===== config.mk =====
export PLATFORM = sky130hd
export DESIGN_NAME = lsu_flat
export DESIGN_NICKNAME = d
export VERILOG_FILES = /design/src/rtl/lsu_pkg.sv /design/src/rtl/lsu_if.sv /design/src/rtl/lsu_align.sv /design/src/rtl/lsu.sv /design/src/flat_wrapper.sv
export SDC_FILE = /design/constraint.sdc
export NUM_CORES = 1
export LEC_CHECK = 0
export ABC_AREA = 1
export BUFFER_PORTS_ARGS = -buffer_cell sky130_fd_sc_hd__buf_2
export CAP_MARGIN = 15
export CORE_ASPECT_RATIO = 1.4
export CORE_UTILIZATION = 50
export CTS_CLUSTER_SIZE = 30
export DETAILED_ROUTE_END_ITERATION = 10
export GPL_TIMING_DRIVEN = 0
export HOLD_SLACK_MARGIN = 0.02
export PLACE_DENSITY = 0.8
export SKIP_CTS_REPAIR_TIMING = 1
export SYNTH_ARGS = -nofsm -noshare
export SYNTH_HDL_FRONTEND = slang
export SYNTH_SLANG_ARGS = --single-unit
export TNS_END_PERCENT = 10

===== constraint.sdc =====
create_clock -name clock -period 4 [get_ports clock]
set_input_delay 0.4 -clock clock [delete_from_list [all_inputs] [get_ports clock]]
set_output_delay 0.4 -clock clock [all_outputs]
set_load 0.01 [all_outputs]

===== src/rtl/lsu_pkg.sv =====
`default_nettype none
// ============================================================================
// Module   : lsu_pkg
// Purpose  : Shared instruction-type codes for the execute unit and LSU.
//            inst_type[5:3] is the class field (load / store), inst_type[2:0]
//            selects the access size and signedness within the class.
// Contents : REG_W_END, INST_LOAD / INST_STORE class codes, INST_* codes,
//            is_load / is_store helpers.
// Revision : 1.0 - initial release
// ============================================================================
package lsu_pkg;

  localparam int REG_W_END = 31;

  localparam logic [2:0] INST_LOAD  = 3'b100;
  localparam logic [2:0] INST_STORE = 3'b101;

  localparam logic [5:0] INST_LOAD_B   = {INST_LOAD,  3'b000};
  localparam logic [5:0] INST_LOAD_H   = {INST_LOAD,  3'b001};
  localparam logic [5:0] INST_LOAD_W   = {INST_LOAD,  3'b010};
  localparam logic [5:0] INST_LOAD_BU  = {INST_LOAD,  3'b100};
  localparam logic [5:0] INST_LOAD_HU  = {INST_LOAD,  3'b101};
  localparam logic [5:0] INST_STORE_B  = {INST_STORE, 3'b000};
  localparam logic [5:0] INST_STORE_H  = {INST_STORE, 3'b001};
  localparam logic [5:0] INST_STORE_W  = {INST_STORE, 3'b010};

  // Only fully decoded codes count; unused sub-codes in a class are ignored.
  function automatic logic is_load(input logic [5:0] t);
    case (t)
      INST_LOAD_B, INST_LOAD_H, INST_LOAD_W,
      INST_LOAD_BU, INST_LOAD_HU: is_load = 1'b1;
      default:                    is_load = 1'b0;
    endcase
  endfunction

  function automatic logic is_store(input logic [5:0] t);
    case (t)
      INST_STORE_B, INST_STORE_H, INST_STORE_W: is_store = 1'b1;
      default:                                  is_store = 1'b0;
    endcase
  endfunction

endpackage
`default_nettype wire


===== src/rtl/lsu_if.sv =====
`default_nettype none
// ============================================================================
// Module   : lsu_if
// Purpose  : Single-outstanding valid/ready data-memory bus.
// Ports    : master (LSU side)  drives mem_reqValid, mem_wen, mem_addr,
//                               mem_wdata, mem_wstrb;
//                               receives mem_reqReady, mem_respValid, mem_rdata.
//            slave  (memory)    the mirror image.
// Revision : 1.0 - initial release
// ============================================================================
interface lsu_if;
  import lsu_pkg::*;

  logic               mem_reqValid;
  logic               mem_reqReady;
  logic               mem_wen;
  logic [REG_W_END:0] mem_addr;
  logic [REG_W_END:0] mem_wdata;
  logic [3:0]         mem_wstrb;
  logic               mem_respValid;
  logic [REG_W_END:0] mem_rdata;

  modport master (
    output mem_reqValid, mem_wen, mem_addr, mem_wdata, mem_wstrb,
    input  mem_reqReady, mem_respValid, mem_rdata
  );

  modport slave (
    input  mem_reqValid, mem_wen, mem_addr, mem_wdata, mem_wstrb,
    output mem_reqReady, mem_respValid, mem_rdata
  );

endinterface
`default_nettype wire


===== src/rtl/lsu_align.sv =====
`default_nettype none
// ============================================================================
// Module   : lsu_align
// Purpose  : Combinational data path of the LSU: misalignment detection for an
//            incoming request, store lane replication / byte strobes, and load
//            lane shift with sign/zero extension for a captured request.
// Ports    : i_req_inst, i_req_ofs  incoming request type / addr[1:0]
//            o_misaligned           incoming request is misaligned
//            i_inst, i_ofs          captured request type / addr[1:0]
//            i_wdata                captured store data
//            i_mem_rdata            raw read word from the bus
//            o_wdata, o_wstrb       bus store data and byte strobes
//            o_rdata                formatted load data
// Revision : 1.0 - initial release
// ============================================================================
module lsu_align
  import lsu_pkg::*;
(
  input  wire logic [5:0]         i_req_inst,
  input  wire logic [1:0]         i_req_ofs,
  output logic                    o_misaligned,
  input  wire logic [5:0]         i_inst,
  input  wire logic [1:0]         i_ofs,
  input  wire logic [REG_W_END:0] i_wdata,
  input  wire logic [REG_W_END:0] i_mem_rdata,
  output logic [REG_W_END:0]      o_wdata,
  output logic [3:0]              o_wstrb,
  output logic [REG_W_END:0]      o_rdata
);

  logic [REG_W_END:0] w_sh;

  // Byte B/BU accesses can never be misaligned.
  always_comb begin
    o_misaligned = 1'b0;
    case (i_req_inst)
      INST_LOAD_H, INST_LOAD_HU, INST_STORE_H: o_misaligned = i_req_ofs[0];
      INST_LOAD_W, INST_STORE_W:               o_misaligned = |i_req_ofs;
      default:                                 o_misaligned = 1'b0;
    endcase
  end

  // Stores replicate the data into every lane; the strobe picks the lane.
  always_comb begin
    o_wdata = i_wdata;
    o_wstrb = 4'b0000;
    case (i_inst)
      INST_STORE_B: begin
        o_wdata = {4{i_wdata[7:0]}};
        o_wstrb = 4'b0001 << i_ofs;
      end
      INST_STORE_H: begin
        o_wdata = {2{i_wdata[15:0]}};
        o_wstrb = 4'b0011 << i_ofs;
      end
      INST_STORE_W: begin
        o_wdata = i_wdata;
        o_wstrb = 4'b1111;
      end
      default: begin
        o_wdata = i_wdata;
        o_wstrb = 4'b0000;
      end
    endcase
  end

  // Bring the addressed lane down to bit 0, then extend.
  assign w_sh = i_mem_rdata >> {i_ofs, 3'b000};

  always_comb begin
    o_rdata = w_sh;
    case (i_inst)
      INST_LOAD_B:  o_rdata = {{24{w_sh[7]}},  w_sh[7:0]};
      INST_LOAD_BU: o_rdata = {24'd0,          w_sh[7:0]};
      INST_LOAD_H:  o_rdata = {{16{w_sh[15]}}, w_sh[15:0]};
      INST_LOAD_HU: o_rdata = {16'd0,          w_sh[15:0]};
      default:      o_rdata = w_sh;
    endcase
  end

endmodule
`default_nettype wire


===== src/rtl/lsu.sv =====
`default_nettype none
// ============================================================================
// Module   : lsu
// Purpose  : Load/store unit. Accepts one load/store per reqValid pulse,
//            performs a single-outstanding bus access and returns a one-cycle
//            respValid with the formatted load data (or err on misalignment).
// Ports    : clock, reset     clock; asynchronous active-high reset
//            reqValid         request-start pulse (honoured only when idle)
//            inst_type        load/store kind (INST_* codes)
//            addr, wdata      effective byte address, store data
//            respValid        one-cycle completion pulse
//            rdata, err       load result / misalignment flag, held until the
//                             next request is captured
//            busy             unit is not idle
//            bus              data-memory bus (master side)
// Revision : 1.0 - initial release
// ============================================================================
module lsu
  import lsu_pkg::*;
#(
  parameter int REG_W = 32   // only 32 is supported
) (
  input  wire logic             clock,
  input  wire logic             reset,
  input  wire logic             reqValid,
  input  wire logic [5:0]       inst_type,
  input  wire logic [REG_W-1:0] addr,
  input  wire logic [REG_W-1:0] wdata,
  output logic                  respValid,
  output logic [REG_W-1:0]      rdata,
  output logic                  err,
  output logic                  busy,
  lsu_if.master                 bus
);

  typedef enum logic [1:0] {
    S_IDLE = 2'd0,
    S_REQ  = 2'd1,
    S_WAIT = 2'd2,
    S_RESP = 2'd3
  } state_t;

  state_t           r_state;
  logic [5:0]       r_inst;
  logic [REG_W-1:0] r_addr;
  logic [REG_W-1:0] r_wdata;
  logic [REG_W-1:0] r_rdata;
  logic             r_err;
  logic             r_resp;
  logic             r_busy;
  logic             r_mem_req;

  logic             w_misaligned;
  logic             w_accept;
  logic [REG_W-1:0] w_wdata;
  logic [3:0]       w_wstrb;
  logic [REG_W-1:0] w_rdata;

  lsu_align u_align (
    .i_req_inst   (inst_type),
    .i_req_ofs    (addr[1:0]),
    .o_misaligned (w_misaligned),
    .i_inst       (r_inst),
    .i_ofs        (r_addr[1:0]),
    .i_wdata      (r_wdata),
    .i_mem_rdata  (bus.mem_rdata),
    .o_wdata      (w_wdata),
    .o_wstrb      (w_wstrb),
    .o_rdata      (w_rdata)
  );

  assign w_accept = reqValid && (is_load(inst_type) || is_store(inst_type));

  // Bus fields come straight from the captured request so they stay stable
  // for the whole REQ stall.
  assign bus.mem_reqValid = r_mem_req;
  assign bus.mem_wen      = is_store(r_inst);
  assign bus.mem_addr     = {r_addr[REG_W-1:2], 2'b00};
  assign bus.mem_wdata    = w_wdata;
  assign bus.mem_wstrb    = w_wstrb;

  assign respValid = r_resp;
  assign rdata     = r_rdata;
  assign err       = r_err;
  assign busy      = r_busy;

  always_ff @(posedge clock or posedge reset) begin
    if (reset) begin
      r_state   <= S_IDLE;
      r_inst    <= 6'd0;
      r_addr    <= '0;
      r_wdata   <= '0;
      r_rdata   <= '0;
      r_err     <= 1'b0;
      r_resp    <= 1'b0;
      r_busy    <= 1'b0;
      r_mem_req <= 1'b0;
    end else begin
      r_resp <= 1'b0;
      case (r_state)
        S_IDLE: begin
          if (w_accept) begin
            r_inst  <= inst_type;
            r_addr  <= addr;
            r_wdata <= wdata;
            r_rdata <= '0;
            r_err   <= w_misaligned;
            r_busy  <= 1'b1;
            if (w_misaligned) begin
              // Misaligned accesses never touch the bus.
              r_state <= S_RESP;
              r_resp  <= 1'b1;
            end else begin
              r_state   <= S_REQ;
              r_mem_req <= 1'b1;
            end
          end
        end
        S_REQ: begin
          if (bus.mem_reqReady) begin
            r_state   <= S_WAIT;
            r_mem_req <= 1'b0;
          end
        end
        S_WAIT: begin
          if (bus.mem_respValid) begin
            r_state <= S_RESP;
            r_resp  <= 1'b1;
            if (is_load(r_inst)) begin
              r_rdata <= w_rdata;
            end
          end
        end
        S_RESP: begin
          r_state <= S_IDLE;
          r_busy  <= 1'b0;
        end
        default: begin
          r_state   <= S_IDLE;
          r_busy    <= 1'b0;
          r_mem_req <= 1'b0;
        end
      endcase
    end
  end

endmodule
`default_nettype wire


===== src/flat_wrapper.sv =====
// flat-port wrapper written by rule: the top's interface ports become plain ports
module lsu_flat import lsu_pkg::*;
#(
  parameter int REG_W = 32                          
)
  (clock, reset, reqValid, inst_type, addr, wdata, respValid, rdata, err, busy, bus_mem_reqValid, bus_mem_wen, bus_mem_addr, bus_mem_wdata, bus_mem_wstrb, bus_mem_reqReady, bus_mem_respValid, bus_mem_rdata);
  lsu_if bus_i ();
  input  wire logic clock;
  input  wire logic reset;
  input  wire logic reqValid;
  input  wire logic [5:0] inst_type;
  input  wire logic [REG_W-1:0] addr;
  input  wire logic [REG_W-1:0] wdata;
  output logic respValid;
  output logic [REG_W-1:0] rdata;
  output logic err;
  output logic busy;
  output wire logic [$bits(bus_i.mem_reqValid)-1:0] bus_mem_reqValid;
  output wire logic [$bits(bus_i.mem_wen)-1:0] bus_mem_wen;
  output wire logic [$bits(bus_i.mem_addr)-1:0] bus_mem_addr;
  output wire logic [$bits(bus_i.mem_wdata)-1:0] bus_mem_wdata;
  output wire logic [$bits(bus_i.mem_wstrb)-1:0] bus_mem_wstrb;
  input wire logic [$bits(bus_i.mem_reqReady)-1:0] bus_mem_reqReady;
  input wire logic [$bits(bus_i.mem_respValid)-1:0] bus_mem_respValid;
  input wire logic [$bits(bus_i.mem_rdata)-1:0] bus_mem_rdata;
  assign bus_mem_reqValid = bus_i.mem_reqValid;
  assign bus_mem_wen = bus_i.mem_wen;
  assign bus_mem_addr = bus_i.mem_addr;
  assign bus_mem_wdata = bus_i.mem_wdata;
  assign bus_mem_wstrb = bus_i.mem_wstrb;
  assign bus_i.mem_reqReady = bus_mem_reqReady;
  assign bus_i.mem_respValid = bus_mem_respValid;
  assign bus_i.mem_rdata = bus_mem_rdata;
  lsu #(.REG_W(REG_W)) u_core (.clock(clock), .reset(reset), .reqValid(reqValid), .inst_type(inst_type), .addr(addr), .wdata(wdata), .respValid(respValid), .rdata(rdata), .err(err), .busy(busy), .bus(bus_i));
endmodule

; ---- After elaboration in Yosys (flattened, before gate mapping)
; Cells that the tools add are included.
[op_classes]
addsub = 0
mul = 0
n_div = 0
n_lt_le_gt_ge = 0
n_eq_ne = 24
n_shift = 3
muxes = 29
n_bitwise = 0
n_reduce_logical = 18
[op_table]
columns = operator, n
row1 = 32-bit one-hot mux with 2 select lines, 2
row2 = 32-bit one-hot mux with 4 select lines, 1
row3 = 6-bit equality test (second input constant), 16
row4 = 32-bit 2-to-1 mux, 3
row5 = 32-bit by 5-bit >> shifter with 32-bit output, 1
row6 = 1-bit 2-to-1 mux, 13
row7 = 4-bit one-hot mux with 3 select lines, 1
row8 = 5-bit OR reduction, 2
row9 = 3-bit OR reduction, 3
row10 = 2-bit 2-to-1 mux, 4
row11 = 1-bit one-hot mux with 2 select lines, 4
row12 = 2-bit one-hot mux with 4 select lines, 1
row13 = 4-bit AND reduction, 2
row14 = 2-bit != test (second input constant), 3
row15 = 2-bit nonzero test, 3
row16 = 2-bit equality test (second input constant), 2
row17 = 2-bit by 1-bit != test with 1-bit output (second input constant), 2
row18 = 2-bit AND reduction, 2
row19 = 2-bit OR reduction, 2
row20 = 1-bit by 2-bit left shift with 4-bit output (first input constant), 1
row21 = 2-bit by 2-bit left shift with 4-bit output (first input constant), 1
row22 = 3-bit AND reduction, 1
row23 = 2-bit by 1-bit equality test with 1-bit output (second input constant), 1
row24 = 2-bit logical NOT, 1
row25 = other kinds (2), 2
[word_totals]
regBits = 108
latch_bits = 0
ram_bits = 0
romBits = 0
in_bits = 107
out_inout_bits = 105
elab_cells = 83
memories = 0

; ---- Logic depth before layout (Yosys ltp)
; Gate-level depths: netlist of run 1.
[depth]
depth_word = 8
depth_mapped = 12
depth_no_buf = 10

; ---- Cells and area by module
; Synthesis of run 1 repeated with hierarchy kept, for this count alone.
[hier_totals]
cells_unflattened = 886
area_unflattened_um2 = 6246.0
[by_module_without_submodules]
columns = module, n_inst, cells_each, area_each_um2, seq_area_each_um2
row1 = lsu, 1, 599, 4859.7, 2702.6
row2 = lsu_align, 1, 287, 1386.3, 0.0

; ---- Worst setup path after synthesis of run 1
; OpenSTA, ideal clock, no wires.
[synth_path]
kind = register -> output
start = register u_core.r_inst[4]
end = output port bus_mem_wdata[17]
arrival_time_ns = 1.338
t_required_ns = 3.600
setup_slack_ns = 2.262
path_stages_with_launch = 7
path_buffers = 1
path_cell_list = dfrtp_1 inv_2 nand2_2 nor3_2 nand2_1 clkbuf_1 o21ai_0
[synth_via]
elab_chain_cells = 2
elab_cells_between_ends = 3
classes_between = 2 x eq/ne / 1 x mux
[synth_lines]
columns = item, line_no
row1 = start: declaration, lsu.sv:44  ; logic [5:0] r_inst;
row2 = start signal: assignment, lsu.sv:103  ; r_inst <= inst_type;
row3 = 6-bit equality test, lsu_align.sv:47  ; case (i_inst)
row4 = 32-bit one-hot mux with 2 select lines *, lsu_align.sv:47
row5 = end: declaration, flat_wrapper.sv:21  ; output wire logic [$bits(bus_i.mem_wdata)-1:0] bus_mem_wdata;
; Mark *: on every way between the ends. The rest lies on a longest branch, timed or not.

; ---- Worst setup path in the final report of run 1
; Same ends and word-level chain as after synthesis.

==> results of run 1 <==
per-layer routing:
layer  GRT usage [%]  part of all wire, %  up-vias
met3            6.71                  6.7       44
met1            31.5                   38     2694
met4            13.7                  3.7        0
met2            49.4                   51      227
li1                -                    -     2968
met5               0                    0        -
synth_stat cells:
master / count / area share (%)
buf_4: 45 / 5.7
o31ai_1: 9 / 1.1
o21a_1: 2 / 0.25
inv_1: 55 / 3.5
nor3_1: 8 / 0.67
or2_2: 2 / 0.21
nand3_1: 65 / 5.5
nor3_2: 1 / 0.17
nand4_1: 4 / 0.42
o21ai_0: 51 / 4.3
o211ai_1: 8 / 1.0
buf_2: 23 / 1.9
clkinv_1: 2 / 0.13
dfrtp_1: 108 / 45
nor2_1: 30 / 1.9
nand3_4: 1 / 0.29
a21oi_1: 25 / 2.1
nand2_2: 3 / 0.32
nor2_4: 1 / 0.19
inv_2: 6 / 0.38
conb_1: 1 / 0.063
buf_6: 4 / 0.76
a21boi_2: 1 / 0.19
nand2_1: 343 / 22
clkbuf_1: 10 / 0.63
ha_1: 4 / 0.84
nand3_2: 3 / 0.50
layout make-up:
type	count	area [um^2]
fillers	1112	3930
flip-flops and latches	108	2700
multi-input cells	563	2480
repair buffers	210	1070
plain buffers	82	536
clock buffers	12	256
inverters	63	239
well taps	144	180
clock inverters	4	55.1
diodes	1	2.50
path summary, 6_finish.rpt:
kind / cells after the start / end / slack, ps
hold / removal: 2 / u_core.rdata[23]$_DFFE_PP0P_ / 110
setup reg to reg: 11 / u_core.rdata[31]$_DFFE_PP0P_ / 2020
setup / recovery: 7 / bus_mem_wdata[17] / 1510
max in group asynchronous: 3 / u_core.r_inst[0]$_DFFE_PP0P_ / 3170
hold reg to reg: 2 / u_core.rdata[7]$_DFFE_PP0P_ / 460
min in group clock: 3 / u_core.r_addr[29]$_DFFE_PP0P_ / 250
cell families (layout without fill, tap and decap cells):
| kind of cell | Yosys count | after routing | share of synthesized area [%] |
|---|---|---|---|
| flops | 108 | 108 | 45.4 |
| other cells | 1 | 3 | 0.0630 |
| simple gates | 461 | 461 | 31.8 |
| compound gates | 96 | 96 | 8.97 |
| buf+inv | 145 | 371 | 13.0 |
| fa+ha+maj | 4 | 4 | 0.841 |
layout by cell type, fill, tap and decap left out, types with 6 or more instances in the layout:
master and instances:
nand2_1 343, buf_2 232, dfrtp_1 108, nand3_1 65, inv_1 54, o21ai_0 51
buf_4 45, nor2_1 30, a21oi_1 25, clkbuf_1 11, o31ai_1 9, clkbuf_16 9
nor3_1 8, o211ai_1 8, inv_2 6
report_power, final:
group	internal, mW	total, mW	switching, mW
Combinational	1.25	3.13	1.88
Clock	0.524	0.931	0.407
Sequential	1.59	1.87	0.285
Total	3.36	5.93	2.57
through the flow:
step / setup WS, ps / instances / power (mW) / hold slack, ps
global route: 1360 / 1187 / 6.40 / 139
finish: 1510 / 1187 / 5.93 / 108
global placement: -508 / 1169 / 4.94 / 453
detailed placement: 1910 / 1170 / 5.01 / 453
floorplan: 754 / 816 / 3.92 / 442
CTS: 1530 / 1186 / 5.96 / 116
flip-flops by register name, indices dropped and copies added, names as in the netlist:
name / count
u_core.r_wdata: 32
u_core.respValid: 1
u_core.r_inst: 6
u_core.busy: 1
u_core.rdata: 32
u_core.r_addr: 32
u_core.r_state: 2
u_core.err: 1
u_core.bus.mem_reqValid: 1
==> results_dict.tcl, run 1 <==
set metrics [dict create \
    critical_path_data_arrival_time_ps 2090 \
    avgSynthCellArea_um2 7.30 \
    floorplan.initialDensity_pct 52.0 \
    drt-pass1-iter-count 4 \
    gr-usage-all-layers_pct 28.3 \
    irDropWorstVdd_mv 0.439 \
    final_ant_viol_nets 0 \
    hold_path.class "input pin to async pin" \
    clock_insertion_delay_worst_skew_ps 350 \
    tritoncts "yes" \
    layout-area-overhead-vs-synth_pct 26.4 \
    critical_path_peak_fanout 10 \
    worst_clock_skew_ps 9.42 \
    crit_slowest_cell "dfrtp_1" \
    route.vias.total 5933 \
    timing.fmax_ghz 0.402 \
    synth_seq_cells 108 \
    final-max-slew-violation-count 0 \
    required_time_of_the_critical_path_ps 3600 \
    final_worst_path_period_share_pct 62.2 \
    cts.htree.levels 3 \
    io_pins 212 \
    routabilityCongestion 1.01 \
    critPathTopFamily "simple AND/OR/NAND/NOR gates" \
    floorplan.rows 46 \
    maximum_number_of_pins_on_one_net_before_global_route_repair 68 \
    final.setup.tns_ps 0 \
    detail_route.wl_per_cell_um 14.4 \
    drive_above_1_share_pct 30.3 \
    number_of_sinks_driven_by_the_clock_tree 108 \
    clk_transition_reported_paths_ps 70 \
    worst_slew_margin_rel_pct 63.3 \
    power_per_cell_area_nw_per_um2 788 \
    die-width_um 94.2 \
    finish.instance_area_um2 7530 \
    dieArea_um2 12400 \
    clock_tree_buf_depth 2 \
    seq_area_frac_synth_pct 45.4 \
    status "finished, final reports clean" \
    setup_viol 0 \
    grt_antenna_before_repair 1 \
    yosys_warnings 0 \
    critical_path.cell_chain "inv_2 > nand2_2 > nor3_2 > nand2_1 > clkbuf_1 > o21ai_0 > buf_2" \
    design.final.nets 1148 \
    synth_area_um2 5950 \
    setup_repair_after_global_routing_missed_its_margin "no" \
    number_of_endpoints_with_negative_hold_slack_in_the_final_report 0 \
    io_buffers 209 \
    postLayoutCoreUtil_pct 65.7 \
    setup.worst_path.start_class "flop" \
    synthDistinctLibCells 27 \
    grt_pass1_vias 5851 \
    avg_vias_per_cell 5.00 \
    syn-instance-count 815 \
    finalWorstPathRequiredPeriod_ps 2490 \
    r2r_start "u_core.r_state[0]$_DFFE_PP0P_" \
    cts_root_buf "clkbuf_16" \
    drc 0 \
    critPathMaxStageDelay_ps 390 \
    detailed_place.area_um2 7210 \
    criticalPathCategory "flop to output pin" \
    critPathLaunch "u_core.r_inst[4]$_DFFE_PP0P_" \
    totalWireLength_um 17100 \
    global_route_wire_length_before_repair_um 27200 \
    first_iter_violations 231 \
    core_area_um2 11500 \
    floorplan.die.height_um 131 \
    total_leakage_power_nw 4.48 \
    setup_crit_end_kind "output pin" \
    cp.buffers_inverters 3 \
    worst_slew_pin_slew_ps 544 \
    cts_buf_count 9 \
    cap_viol_max_count 0 \
    grt_overflow 0 \
    place_hpwl_um 13200 \
]
(Power assumes the default switching activity.)
==> run 2: changes to the inputs <==
--- a/config.mk
+++ b/config.mk
@@ -5,16 +5,16 @@
 export SDC_FILE = /design/constraint.sdc
 export NUM_CORES = 1
 export LEC_CHECK = 0
-export ABC_AREA = 1
+export ABC_AREA = 0
 export BUFFER_PORTS_ARGS = -buffer_cell sky130_fd_sc_hd__buf_2
 export CAP_MARGIN = 15
 export CORE_ASPECT_RATIO = 1.4
-export CORE_UTILIZATION = 50
+export CORE_UTILIZATION = 45
 export CTS_CLUSTER_SIZE = 30
 export DETAILED_ROUTE_END_ITERATION = 10
 export GPL_TIMING_DRIVEN = 0
 export HOLD_SLACK_MARGIN = 0.02
-export PLACE_DENSITY = 0.8
+export PLACE_DENSITY = 0.77
 export SKIP_CTS_REPAIR_TIMING = 1
 export SYNTH_ARGS = -nofsm -noshare
 export SYNTH_HDL_FRONTEND = slang
==> constraint.sdc (replaced) <==
create_clock -name clock -period 2.17 [get_ports clock]
set_input_delay 0.217 -clock clock [delete_from_list [all_inputs] [get_ports clock]]
set_output_delay 0.217 -clock clock [all_outputs]
set_load 0.01 [all_outputs]
==> run 2 against run 1 <==
Compared with the run above: synthesized area fell by 2.4%; die area is 8.3% higher; utilization down 5.3 points; the run now ends with design-rule violations, negative setup slack left; non-clock buffer count decreased by 8; power is 83% higher; largest cell class unchanged; worst hold slack lost 9.4 ps; register-to-register slack worse by 1900 ps; first-iteration DRC count down 9.1%; clock power is 77% higher; cell area decreased by 0.28%.
==> results_dict.tcl, run 2 <==
set metrics [dict create \
    cts_buf_count 9 \
    io_buffers 209 \
    synthDistinctLibCells 48 \
    worst-r2r-setup-slack_ps 80 \
    violations "design-rule violations, negative setup slack" \
    grt_antenna_before_repair 2 \
    avgSynthCellArea_um2 11.6 \
    layout-area-overhead-vs-synth_pct 29.2 \
    floorplan.die.height_um 136 \
    timing.fmax_ghz 0.446 \
    dieArea_um2 13400 \
    grt_pass1_vias 5015 \
    floorplan.initialDensity_pct 46.7 \
    detailed_place.area_um2 7090 \
    postLayoutSetupSlackWorst_ps -72.9 \
    maximum_number_of_pins_on_one_net_before_global_route_repair 42 \
    ys_async_sr_fraction_pct 100 \
    irDropWorstVdd_mv 0.779 \
    global_route_wire_length_before_repair_um 24600 \
    hold_path.class "input pin to flop" \
    clock_insertion_delay_worst_skew_ps 340 \
    final_cell_mix "buf_2 (221), dfrtp_1 (106), mux2_2 (98)" \
    yosys.area.top_type "dfrtp_1" \
    synth_area_um2 5810 \
    final_cell_count_no_fill 882 \
    synth_seq_cells 108 \
    syn-instance-count 500 \
    most_frequently_used_cell_type_in_the_post_synthesis_netlist "dfrtp_1" \
    yosys_warnings 0 \
    wl_met2_um 8360 \
    switching_share_pct 38.9 \
    grt_overflow 0 \
    clockPowerShare_pct 15.2 \
    numPlacedInstances 862 \
    drc 15 \
    number_of_sinks_driven_by_the_clock_tree 108 \
    finish.instance_area_um2 7510 \
    core_area_um2 12400 \
    power.combinational.fraction_pct 53.1 \
    net-switching-power_mw 4.23 \
    totalWireLength_um 15500 \
    final_worst_path_period_share_pct 103 \
    final-max-slew-violation-count 0 \
    setup_repair_after_global_routing_missed_its_margin "yes" \
    detail_route.wl_per_cell_um 17.6 \
    cts_root_buf "clkbuf_16" \
    avg_vias_per_cell 5.29 \
    number_of_endpoints_with_negative_hold_slack_in_the_final_report 0 \
    most_common_cell_after_layout_fill_and_taps_aside "buf_2" \
    floorplan.rows 48 \
    drive_above_1_share_pct 57.2 \
    clock_tree_buf_depth 2 \
    total_leakage_power_nw 3.85 \
    synth.cells.most_frequent "dfrtp_1 (108), mux2_2 (98), buf_4 (42), mux2i_1 (34), nor2_1 (32)" \
    required_time_of_the_critical_path_ps 1950 \
    route.vias.total 4670 \
    power_per_cell_area_nw_per_um2 1450 \
    routed.top_layer "met4" \
    synth_top_cell_area_share_pct 46.5 \
    synth.top_cells.by_area "dfrtp_1 (47%), mux2_2 (19%), mux2i_1 (5.9%)" \
    synth_ff_type "dfrtp_1" \
    design.final.nets 838 \
    worst_slew_pin_slew_ps 689 \
    wl_met3_um 1190 \
    tritoncts "yes" \
    power.sequential.fraction_pct 31.7 \
    cap_viol_max_count 0 \
    clk_transition_reported_paths_ps 80 \
    setup_viol 8 \
    synth-edff-count 0 \
    seq_area_frac_synth_pct 46.5 \
    gr-usage-all-layers_pct 23.7 \
    cts.htree.levels 3 \
    place_hpwl_um 12200 \
    final_ant_viol_nets 0 \
    io_pins 212 \
    die-width_um 98.0 \
    critical_path_peak_fanout 8 \
    status "finished, violations left" \
    setup_crit_end_kind "output pin" \
    worst_slew_margin_rel_pct 54.0 \
    worst_clock_skew_ps 9.55 \
    critical_path_data_arrival_time_ps 2030 \
    p_int_mw 6.63 \
    first_iter_violations 210 \
    drt-pass1-iter-count 9 \
    routabilityCongestion 0.884 \
    finalWorstPathRequiredPeriod_ps 2240 \
    post_route_m1_wl_um 5660 \
    setup.worst_path.start_class "flop" \
    criticalPathCategory "flop to output pin" \
]
==> run 2: cell count changes in the layout (fill, tap and decap cells not counted), sizes merged, moves of 16 or more <==
cell and delta:
inv -32, mux2 +100, mux2i +34, nand2 -333
nand3 -67, o21ai -39, o32ai +16
==> run 2: layer usage <==
| layer | GRT usage, % | up-vias |
|---|---|---|
| li1 | - | 2177 |
| met2 | 45.7 | 193 |
| met1 | 24.7 | 2279 |
| met3 | 6.17 | 21 |
| met4 | 8.08 | 0 |
| met5 | 0 | - |
==> run 2: kinds of logic (layout without fill, tap and decap cells) <==
family	after synthesis	in the layout	synth area share, %
xor gates and xnor gates	1	1	0.151
muxes	135	135	25.6
adders and majority gates	4	4	0.862
buffers and inverters	99	329	9.71
other	1	3	0.0646
DFF	108	108	46.5
AOI/OAI and AO/OA	79	79	10.9
and+or+nand+nor	73	73	6.18
==> run 2: critical path, stage by stage (launching register included) <==
cell	delay, ps
dfrtp_2	410
nand4bb_4	280
or3_4	530
mux2_4	340
buf_6	120
==> run 2: layout make-up <==
cell class / instances / area (um^2)
multi-input combinational: 294 / 2590
clock buffer: 9 / 225
timing repair buffer: 216 / 1140
buffer: 68 / 460
antenna: 1 / 2.50
inverter: 30 / 116
fill: 1045 / 4930
sequential: 108 / 2710
tap: 150 / 188
clock inverter: 6 / 75.1
==> run 2: power by group through the flow <==
| stage | Sequential [mW] | Clock (mW) | Combinational [mW] |
|---|---|---|---|
| floorplan | 3.40 | 0 | 3.80 |
| global placement | 3.39 | 0 | 5.44 |
| detailed placement | 3.47 | 0 | 5.60 |
| CTS | 3.43 | 1.69 | 5.62 |
| global route | 3.55 | 1.76 | 6.24 |
| finish | 3.44 | 1.65 | 5.76 |
==> run 2: worst paths after layout <==
kind,startpoint,end,cells past startpoint
max in group asynchronous,reset,u_core.r_addr[1]$_DFFE_PP0P_,5
setup reg to reg,u_core.r_inst[3]$_DFFE_PP0P_,u_core.rdata[19]$_DFFE_PP0P_,6
hold / removal,addr[7],u_core.r_addr[7]$_DFFE_PP0P_,2
setup / recovery,u_core.r_inst[2]$_DFFE_PP0P_,bus_mem_wdata[8],4
min in group asynchronous,reset,u_core.r_addr[8]$_DFFE_PP0P_,3
hold reg to reg,u_core.r_addr[29]$_DFFE_PP0P_,u_core.r_addr[29]$_DFFE_PP0P_,1
==> run 2: stage by stage <==
step | setup slack [ps] | hold slack (ps) | setup TNS (ps) | utilization, % | power, mW
5_1_grt | -117 | 91.1 | -5940 | 60.4 | 11.6
2_1_floorplan | 325 | 338 | 0 | - | 7.20
3_3_place_gp | -133 | 449 | -1050 | 56.7 | 8.84
4_1_cts | -589 | -16.2 | -12170 | 59.5 | 10.7
3_5_place_dp | -203 | 358 | -2710 | 57.0 | 9.07
6_report | -72.9 | 98.2 | -470 | 60.4 | 10.9
